$ cat config.mk
export PLATFORM = sky130hd
export DESIGN_NAME = imem_loader
export DESIGN_NICKNAME = d
export VERILOG_FILES = /design/src/rtl/imem_pkg.sv /design/src/rtl/imem_loader_byte_packer.sv /design/src/rtl/imem_loader.sv
export SDC_FILE = /design/constraint.sdc
export NUM_CORES = 1
export LEC_CHECK = 0
export BUFFER_PORTS_ARGS = -buffer_cell sky130_fd_sc_hd__buf_2
export CORE_ASPECT_RATIO = 1.25
export CORE_MARGIN = 1
export CORE_UTILIZATION = 52
export DETAILED_ROUTE_END_ITERATION = 10
export HOLD_SLACK_MARGIN = 0.15
export PLACE_DENSITY_LB_ADDON = 0.12
export SYNTH_ARGS = -nofsm -noshare
export SYNTH_HDL_FRONTEND = slang
export SYNTH_SLANG_ARGS = --single-unit
$ cat constraint.sdc
create_clock -name clk -period 2.85 [get_ports clk]
set_input_delay 0.1425 -clock clk [delete_from_list [all_inputs] [get_ports clk]]
set_output_delay 0.1425 -clock clk [all_outputs]
set_load 0.01 [all_outputs]
$ cat src/rtl/imem_pkg.sv
// Shared types and constants for the instruction-memory loader.
// The CHK state only exists when LOADER_CHKSUM_EN is defined.
package imem_pkg;

  localparam int IMEM_DEPTH = 256;
  localparam int WORD_BYTES = 4;

  typedef enum logic [2:0] {
    IDLE  = 3'd0,
    LEN   = 3'd1,
    DATA  = 3'd2,
    WRITE = 3'd3,
`ifdef LOADER_CHKSUM_EN
    CHK   = 3'd4,
`endif
    DONE  = 3'd5
  } loader_state_t;

endpackage

$ cat src/rtl/imem_loader_byte_packer.sv
// Assembles a little-endian 32-bit word from a byte stream; word_valid
// pulses for one cycle after the fourth byte of a word has been taken.
module byte_packer
  import imem_pkg::*;
(
  input  logic        clk,
  input  logic        reset_n,
  input  logic        clear,
  input  logic [7:0]  byte_in,
  input  logic        byte_valid,
  output logic [31:0] word_out,
  output logic        word_valid,
  output logic        last_byte
);

  localparam int CW = $clog2(WORD_BYTES);

  logic [CW-1:0] count_reg;
  logic [31:0]   word_reg;
  logic          valid_reg;

  assign last_byte  = (count_reg == CW'(WORD_BYTES - 1));
  assign word_out   = word_reg;
  assign word_valid = valid_reg;

  // Shifting in from the top leaves byte 0 in [7:0] once all four arrive.
  always_ff @(posedge clk or negedge reset_n) begin
    if (!reset_n) begin
      count_reg <= '0;
      word_reg  <= '0;
      valid_reg <= 1'b0;
    end else begin
      valid_reg <= 1'b0;
      if (clear) begin
        count_reg <= '0;
        word_reg  <= '0;
      end else if (byte_valid) begin
        word_reg  <= {byte_in, word_reg[31:8]};
        count_reg <= count_reg + CW'(1);
        valid_reg <= last_byte;
      end
    end
  end

endmodule

$ cat src/rtl/imem_loader.sv
// Streams a length-prefixed byte image into instruction memory while holding
// the CPU in reset. Optional trailing XOR checksum under LOADER_CHKSUM_EN.
module imem_loader
  import imem_pkg::*;
#(
  parameter int DEPTH = IMEM_DEPTH,
  parameter int AW    = 32
) (
  input  logic          clk,
  input  logic          reset_n,
  input  logic          start,
  input  logic [7:0]    rx_data,
  input  logic          rx_valid,
  output logic          rx_ready,
  output logic          mem_we,
  output logic [AW-1:0] mem_addr,
  output logic [31:0]   mem_wdata,
  output logic          cpu_hold,
  output logic          done,
  output logic          busy
`ifdef LOADER_CHKSUM_EN
  ,
  output logic          chk_err
`endif
);

  // One extra bit so a count of exactly DEPTH is representable.
  localparam int IW = $clog2(DEPTH) + 1;
  localparam logic [IW-1:0] DEPTH_W = IW'(DEPTH);

  loader_state_t state_reg, state_next;
  logic [IW-1:0] word_index_reg;
  logic [IW-1:0] n_reg;
  logic [IW-1:0] len_value;
  logic [AW-1:0] mem_addr_reg;

  logic          xfer;
  logic          start_load;
  logic          packer_valid;
  logic          last_byte;
  logic          word_valid;
  logic [31:0]   word_out;

  assign xfer         = rx_valid && rx_ready;
  assign start_load   = (state_reg == IDLE) && start;
  assign packer_valid = (state_reg == DATA) && rx_valid;

  byte_packer u_packer (
    .clk        (clk),
    .reset_n    (reset_n),
    .clear      (start_load),
    .byte_in    (rx_data),
    .byte_valid (packer_valid),
    .word_out   (word_out),
    .word_valid (word_valid),
    .last_byte  (last_byte)
  );

  always_comb begin
    len_value = IW'(rx_data);
    if (rx_data == 8'd0 || int'(rx_data) > DEPTH) begin
      len_value = DEPTH_W;
    end
  end

  always_ff @(posedge clk or negedge reset_n) begin
    if (!reset_n) begin
      state_reg <= IDLE;
    end else begin
      state_reg <= state_next;
    end
  end

  always_comb begin
    state_next = state_reg;
    case (state_reg)
      IDLE:  if (start) state_next = LEN;
      LEN:   if (xfer) state_next = DATA;
      DATA:  if (xfer && last_byte) state_next = WRITE;
      WRITE: begin
        if (word_index_reg + IW'(1) < n_reg) begin
          state_next = DATA;
        end else begin
`ifdef LOADER_CHKSUM_EN
          state_next = CHK;
`else
          state_next = DONE;
`endif
        end
      end
`ifdef LOADER_CHKSUM_EN
      CHK:   if (xfer) state_next = DONE;
`endif
      DONE:  state_next = IDLE;
      default: state_next = IDLE;
    endcase
  end

  always_comb begin
    rx_ready = 1'b0;
    case (state_reg)
      LEN, DATA: rx_ready = 1'b1;
`ifdef LOADER_CHKSUM_EN
      CHK:       rx_ready = 1'b1;
`endif
      default:   rx_ready = 1'b0;
    endcase
  end

  // The address is captured with the last byte so it is stable for the WRITE cycle.
  always_ff @(posedge clk or negedge reset_n) begin
    if (!reset_n) begin
      word_index_reg <= '0;
      n_reg          <= '0;
      mem_addr_reg   <= '0;
    end else begin
      if (start_load) begin
        word_index_reg <= '0;
      end
      if (state_reg == LEN && xfer) begin
        n_reg <= len_value;
      end
      if (state_reg == DATA && xfer && last_byte) begin
        mem_addr_reg <= AW'({word_index_reg, 2'b00});
      end
      if (state_reg == WRITE) begin
        word_index_reg <= word_index_reg + IW'(1);
      end
    end
  end

  assign mem_we    = word_valid;
  assign mem_addr  = mem_addr_reg;
  assign mem_wdata = word_out;
  assign busy      = (state_reg != IDLE);
  assign cpu_hold  = (state_reg != IDLE);
  assign done      = (state_reg == DONE);

`ifdef LOADER_CHKSUM_EN
  logic [7:0] xor_reg;
  logic       chk_err_reg;

  always_ff @(posedge clk or negedge reset_n) begin
    if (!reset_n) begin
      xor_reg     <= '0;
      chk_err_reg <= 1'b0;
    end else if (start_load) begin
      xor_reg     <= '0;
      chk_err_reg <= 1'b0;
    end else begin
      if (state_reg == DATA && xfer) begin
        xor_reg <= xor_reg ^ rx_data;
      end
      if (state_reg == CHK && xfer) begin
        chk_err_reg <= (rx_data != xor_reg);
      end
    end
  end

  assign chk_err = chk_err_reg;
`endif

endmodule
==> Word-level counts from Yosys, hierarchy flattened <==
Cells that the tools add are included.
{ "word_totals": {"reg_bits": 65, "elab_cells": 47, "out_inout_bits": 69} }
{ "op_classes": {"n_addsub": 2, "eq_ne": 8, "reduce_logical": 14, "mux": 15, "n_lt_le_gt_ge": 1} }
{ "op_table": {"columns": ["operator", "count"], "rows": [
  ["32-bit 2-to-1 mux", 2],
  ["9-bit 2-to-1 mux", 3],
  ["3-bit 2-to-1 mux", 4],
  ["3-bit case mux with 4 select lines", 1],
  ["9-bit by 1-bit adder with 9-bit output (second input constant)", 1],
  ["9-bit < comparator", 1],
  ["8-bit zero test", 1],
  ["1-bit logical AND", 7],
  ["3-bit by 2-bit == test with 1-bit output (second input constant)", 2],
  ["2-bit inequality test (second input constant)", 3],
  ["2-bit 2-to-1 mux", 2],
  ["2-bit nonzero test", 2],
  ["3-bit by 1-bit == test with 1-bit output (second input constant)", 1],
  ["3-bit == test (second input constant)", 1],
  ["3-bit zero test", 1],
  ["1-bit 2-to-1 mux", 3],
  ["3-bit AND reduction", 1],
  ["3-bit nonzero test", 1],
  ["2-bit by 1-bit adder with 2-bit output (second input constant)", 1],
  ["2-bit == test (second input constant)", 1],
  ["2-bit OR reduction", 1]
]} }

==> Longest topological paths before layout <==
Gate-level depths: netlist of run 1.
{ "depth": {"word_depth": 7, "ltp_mapped": 9, "ltp_nobuf": 9} }

==> Cells and area by module <==
Synthesis of run 1 repeated with hierarchy kept, for this count alone.
{ "hier_totals": {"hier_cells": 297, "area_unflattened_um2": 3308.2} }
{ "by_module_without_submodules": {"columns": ["mod", "instances", "area_each_um2", "cells_each"], "rows": [
  ["imem_loader", 1, 1851.8, 183],
  ["byte_packer", 1, 1456.4, 114]
]} }

==> Worst setup path after synthesis of run 1 <==
No wires, ideal clock.
{ "synth_timing": {"path_type": "register to register", "start": "register word_index_reg[0]", "end": "register state_reg[1]", "setup_time_ns": 0.101, "setup_slack_ns": 0.928, "path_buffers": 0, "stages_incl_launch_ff": 10, "arrival_ns": 1.821, "required_ns": 2.749, "path_cell_list": "dfrtp_1 > ha_1 > nand2_1 > nor3_1 > xor2_1 > ha_1 > a21oi_1 > o21a_1 > nor2_1 > nor4_1"} }
{ "synth_between": {"elab_chain_cells": 4} }
{ "synth_lines": {"columns": ["item", "line", "rtl"], "rows": [
  ["start: declaration", "imem_loader.sv:32", "logic [IW-1:0] word_index_reg;"],
  ["start signal: assignment", "imem_loader.sv:127", "word_index_reg <= word_index_reg + IW'(1);"],
  ["9-bit by 1-bit adder with 9-bit output", "imem_loader.sv:81", "if (word_index_reg + IW'(1) < n_reg) begin"],
  ["9-bit < comparator", "imem_loader.sv:81", null],
  ["3-bit 2-to-1 mux", "imem_loader.sv:81", null],
  ["3-bit case mux with 4 select lines", "imem_loader.sv:76", "case (state_reg)"],
  ["end signal: assignment", "imem_loader.sv:70", "state_reg <= state_next;"],
  ["end: declaration", "imem_loader.sv:31", "loader_state_t state_reg, state_next;"]
]} }
Every way passes these cells.
A chain may end at the register's enable or synchronous reset.

==> Worst setup path after layout of run 1 <==
Same ends and word-level chain as after synthesis.

==> flow_summary.yaml, run 1 <==
outcome:
  status: "finished, final reports clean"
route:
  drtPass1Iterations: 4
  dr_total_vias: 2410
  drtAntennaViolNets: 0
  drc: 0
  drt-total-wl_mm: 6.35
  first_iter_violations: 136
  avgRoutedWirePerCell_um: 13.0
  detail_route.vias_per_cell: 4.95
setup_path:
  cpMaxStageDelayCell: "dfrtp_1"
  cp_num_buf_inv: 0
  crit_start: "word_index_reg[0]"
  worstPathCellList: "ha_1 -> xor2_1 -> ha_1 -> a31oi_1 -> a311oi_1 -> o2111a_1 -> nor4_1"
  worst-path-stages: 7
  r2r_start: "word_index_reg[0]"
  end_kind: "register"
  cp.arrival_ns: 2.37
  cpMostUsedCell: "ha_1"
  reg2reg_to: "state_reg[1]"
  start_kind: "register"
  path_class: "reg -> reg"
  reg2reg_slack_ns: 0.68
  max_stage_delay_ns: 0.46
  endpoint: "state_reg[1]"
  crit_family: "compound AO/OA/AOI/OAI gates"
  worstRegToRegCells: 7
  cp.required_ns: 3.06
  crit_fanout: 8
die:
  boundaryPins: 81
  core-area_mm2: 0.00590
  fp.dieH_um: 90.4
  initial_core_util: 0.552
  die_w_um: 72.7
  fp-row-count: 31
  die_area_mm2: 0.00658
synth:
  synth_edf_count: 0
  yosysSeqAreaShare: 0.500
  ys_seq_elements: 65
  synth_cell_types: 42
  synthFlopType: "dfrtp_1"
  synth_area_per_cell_um2: 9.59
  netlist_area_mm2: 0.00325
  synth-warning-count: 0
  async_reset_ff_frac: 1.00
  synth_cells: 339
sta:
  slew_headroom: 0.517
  slew_viol_final: 0
  worstMarginPinSlew_ns: 0.724
  fin_tns_setup_ns: 0
  max_freq_ghz: 0.462
  min_period_over_period: 0.760
  hold_viol: 0
  setup_violations: 0
  clock_skew_ns: 0.0109
  rsz0062_at_grt: "no"
  fin_crit_ns: 2.17
power:
  total_power_uw: 3790
  internal_power_uw: 2280
  comb_power_share: 0.386
  peakVddDrop_v: 0.000561
  powerDensity_mw_per_mm2: 1010
  power.leakage_uw: 0.00191
  power_frac_seq: 0.411
  switching_power_uw: 1510
  clockPowerShare: 0.203
  p_sw_frac: 0.398
global_route:
  grt_max_degree: 48
  met1_usage: 0.266
  grt_pass1_vias: 2198
  grt_pass1_wl_mm: 10.3
  grt.busiest_layer: "met2"
  grt_remaining_overflow: 0
  grt_use_met2: 0.307
  grt_util_met3: 0.0379
  antenna_found_initial: 0
  grt_use_total: 0.204
cts:
  htreeDepth: 3
  cts_root_buf: "clkbuf_8"
  cts.path.max_buffers: 2
  numCtsBuffers: 9
  clk_pin_slew_ns: 0.07
  cts_tree: "built"
  insertion_delay_ns: 0.35
  post_cts_buffers: 0
  clock-sinks: 65
  cts_resized: 0
layout:
  layout.nets: 422
  antenna_cells: 0
  drive_gt1_frac: 0.230
  most-common-layout-cells: "nand2_1 (93), dfrtp_1 (65), buf_2 (57), a21oi_1 (31)"
  largest_reg_flops: 32
  layout_commonest_cell: "nand2_1"
  syn2layout_area_growth_pct: 15.4
hold_path:
  hp-class: "in -> reg"
run:
  drv_cap: 0
place:
  dp_hpwl_mm: 4.21
  numPortBuffers: 57
  gp_congestion: 0.882
==> cells by family (layout without fill, tap and decap cells) <==
family	after synthesis	count (layout)	synth area share
mux	10	10	0.0450
fa+ha+maj	10	10	0.0385
compound gates	68	68	0.116
other cells	1	23	0.00115
simple gates	122	122	0.173
xor+xnor	8	8	0.0215
flops	65	65	0.500
buf+inv	55	99	0.104
==> power by group through the flow <==
stage	Combinational, uW	Clock (uW)	Sequential (uW)
after floorplan	994	0	1620
after global placement	1430	0	1570
after detailed placement	1460	0	1580
after CTS	1480	787	1560
after global routing	1650	828	1610
final	1460	772	1560
==> per-stage QoR <==
| step | worst slack, ns | hold slack (ns) | utilization | instances | cell area (um2) |
|---|---|---|---|---|---|
| after detailed placement | 0.717 | 0.108 | 0.588 | 462 | 3470 |
| after global placement | 0.799 | 0.102 | 0.588 | 462 | 3470 |
| after global routing | 0.476 | 0.209 | 0.636 | 487 | 3750 |
| final | 0.685 | 0.197 | 0.636 | 487 | 3750 |
| after CTS | 0.689 | 0.180 | 0.636 | 487 | 3750 |
| after floorplan | 0.928 | -0.153 | - | 361 | 3330 |
==> how the worst min path moves through the flow <==
stage,from,end,slack [ns],cells after the start
2_1_floorplan,reset_n,mem_addr[10],-0.15,0
3_3_place_gp,reset_n,u_packer.word_out[0],0.10,1
3_5_place_dp,reset_n,u_packer.word_out[0],0.11,1
4_1_cts,rx_valid,state_reg[1],0.18,3
5_1_grt,rx_valid,state_reg[1],0.21,3
6_report,rx_valid,state_reg[1],0.20,3
==> cell type report <==
cell class / count / area (um2)
fill: 542 / 2140
sequential: 65 / 1630
multi-input combinational: 241 / 1380
timing repair buffer: 70 / 405
clock buffer: 9 / 124
tap: 82 / 103
clock inverter: 7 / 70.1
inverter: 13 / 48.8
==> routing by layer <==
layer / routed length, um / share of wire
met5: 0 / 0
met4: 175 / 0.028
met3: 301 / 0.047
met2: 3010 / 0.47
met1: 2870 / 0.45
==> cells in the mapped netlist (3+ instances only) <==
master     n  area share
nor4_1     3      0.0058
xor2_1     3      0.0081
dfrtp_1   65        0.50
ha_1      10       0.038
a21oi_1   31       0.048
o21ai_0   23       0.035
nor2_1     5      0.0058
buf_4     30       0.069
nand2_1   93        0.11
clkbuf_1   6      0.0069
inv_1     13       0.015
mux2_4     9       0.042
nand3_1    6      0.0092
xnor2_1    5       0.013
buf_2      4      0.0062
==> worst register-to-register path: cells and delay by family (launching register included) <==
kind | cells | cell delay [ns]
adders and majority gates | 2 | 0.60
xor gates and xnor gates | 1 | 0.18
AOI/OAI and AO/OA | 3 | 0.76
DFF | 1 | 0.46
and+or+nand+nor | 1 | 0.05
==> repair_timing <==
action | 4_1_cts | 5_1_grt
hold buffers | 9 | 0
hold endpoints to repair | 35 | 0
setup endpoints to repair | 0 | 0
Power figures use the tool's default switching activity.
==> run 2, diff against run 1 <==
CORE_UTILIZATION = 48   (was 52)
clock period = 1.85 ns   (was 2.85 ns; I/O delays follow)
==> run 2 against run 1 <==
Net effect: the run now ends with setup timing left; cell area grew 10%; largest power group is now combinational cells; largest cell class unchanged; critical path depth unchanged; first-iteration DRC count is 26% lower; power is 76% higher; utilization is 0.60 points lower; sequential power up 51%; non-clock buffer count grew 23; global-route usage rose by 0.45 points; worst setup slack got worse by 0.76 ns.
==> flow_summary.yaml, run 2 (synthesized netlist as in run 1, its figures left out) <==
global_route:
  grt_use_total: 0.209
  grt_pass1_vias: 2316
  grt_remaining_overflow: 0
  grt_pass1_wl_mm: 10.8
  antenna_found_initial: 0
  grt_max_degree: 66
setup_path:
  crit_fanout: 4
  crit_family: "compound AO/OA/AOI/OAI gates"
  cp.required_ns: 2.08
  path_class: "reg -> reg"
  cpMaxStageDelayCell: "dfrtp_2"
  worstPathCellList: "ha_4 -> xor2_1 -> ha_1 -> a31oi_2 -> a311oi_2 -> o2111a_1 -> nor4_2"
  start_kind: "register"
  max_stage_delay_ns: 0.45
  cp.arrival_ns: 2.16
  cp_num_buf_inv: 0
  end_kind: "register"
route:
  avgRoutedWirePerCell_um: 13.2
  first_iter_violations: 101
  met1_length_mm: 2.96
  drt-total-wl_mm: 6.80
  drtAntennaViolNets: 0
  drtPass1Iterations: 4
  wl_met2_mm: 3.30
  detail_route.vias_per_cell: 4.94
  wl_met3_um: 331
  dr_total_vias: 2546
  drc: 0
  top_layer: "met4"
die:
  boundaryPins: 81
  core-area_mm2: 0.00657
  die_w_um: 75.6
  initial_core_util: 0.495
  fp-row-count: 33
  die_area_mm2: 0.00711
  fp.dieH_um: 94.0
cts:
  numCtsBuffers: 9
  cts.path.max_buffers: 2
  insertion_delay_ns: 0.35
  cts_tree: "built"
  clk_pin_slew_ns: 0.07
  htreeDepth: 3
  cts_root_buf: "clkbuf_8"
  clock-sinks: 65
layout:
  antenna_cells: 0
  fin_util: 0.630
  final_cells: 515
  syn2layout_area_growth_pct: 27.3
  ff_latch_area_mm2: 0.00163
  most-common-layout-cells: "nand2_1 (91), dfrtp_1 (61), buf_2 (57), a21oi_1 (29)"
  largest_reg_flops: 32
  layout.nets: 445
  drive_gt1_frac: 0.311
  fin_area_mm2: 0.00414
  layout_commonest_cell: "nand2_1"
  multiInputGateArea_mm2: 0.00147
  n_fill_cell: 534
sta:
  slew_viol_final: 0
  hold_viol: 0
  fin_crit_ns: 1.92
  setup_violations: 2
  worstMarginPinSlew_ns: 0.568
  fin_tns_setup_ns: -0.101
  rsz0062_at_grt: "yes"
  max_freq_ghz: 0.520
  slew_headroom: 0.621
  clock_skew_ns: 0.00775
  fin_ws_ns: -0.0718
  min_period_over_period: 1.04
power:
  power.leakage_uw: 0.00212
  peakVddDrop_v: 0.000826
  powerDensity_mw_per_mm2: 1610
place:
  placed_area_mm2: 0.00366
  dp_hpwl_mm: 4.52
  gp_congestion: 0.839
  placedCellCount: 488
  numPortBuffers: 57
hold_path:
  hp-class: "in -> async"
outcome:
  status: "finished, violations left"
  violations: "setup timing"
run:
  drv_cap: 0
-- run 2: through the flow --
stage | setup slack, ns | hold slack [ns] | total power [uW]
detailed placement | -0.0905 | 0.135 | 4910
global placement | -0.0442 | 0.139 | 4830
finish | -0.0718 | 0.269 | 6660
CTS | -0.0484 | 0.271 | 6630
floorplan | -0.0160 | -0.203 | 4030
global route | -0.171 | 0.289 | 7170
-- run 2: layout make-up --
cell class                 instances  share of cell area
timing repair buffer              93               0.147
sequential                        65               0.394
tap                               87              0.0263
clock inverter                     7              0.0345
inverter                          13              0.0118
clock buffer                       9              0.0299
multi-input combinational        241               0.356
-- run 2: worst paths after layout --
| check | startpoint | end | slack [ns] | depth (start not counted) |
|---|---|---|---|---|
| max | word_index_reg[0] | state_reg[1] | -0.07 | 7 |
| min | reset_n | u_packer.word_out[0] | 0.27 | 3 |
| max reg2reg | word_index_reg[0] | state_reg[1] | -0.07 | 7 |
| min reg2reg | u_packer.count_reg[0] | u_packer.count_reg[0] | 0.49 | 1 |
| max in group asynchronous | reset_n | word_index_reg[0] | 1.28 | 3 |
| min in group clk | start | state_reg[0] | 0.28 | 5 |
-- run 2: tightest hold or removal path: stages --
cell and delay [ns]:
dlygate4sd3_1 0.52, buf_2 0.12, buf_12 0.29
-- run 2: timing repair --
| action | in CTS | in global routing |
|---|---|---|
| setup buffers | 0 | 1 |
| gates resized for setup | 9 | 12 |
| pin swaps | 6 | 3 |
| setup endpoints to repair | 3 | 3 |
| hold buffers | 10 | 0 |
| hold endpoints to repair | 83 | 0 |
| cloned | 0 | 0 |
-- run 2: routing by layer --
| metal | up-vias | track usage |
|---|---|---|
| li1 | 1249 | - |
| met2 | 72 | 0.330 |
| met5 | - | 0 |
| met4 | 0 | 0.119 |
| met3 | 22 | 0.0526 |
| met1 | 1203 | 0.254 |
-- run 2: power by group --
part           internal [uW]  total (uW)  switching, uW
logic                   1170        2690           1520
registers               1980        2360            379
clock network           1030        1610            581
total                   4190        6660           2480
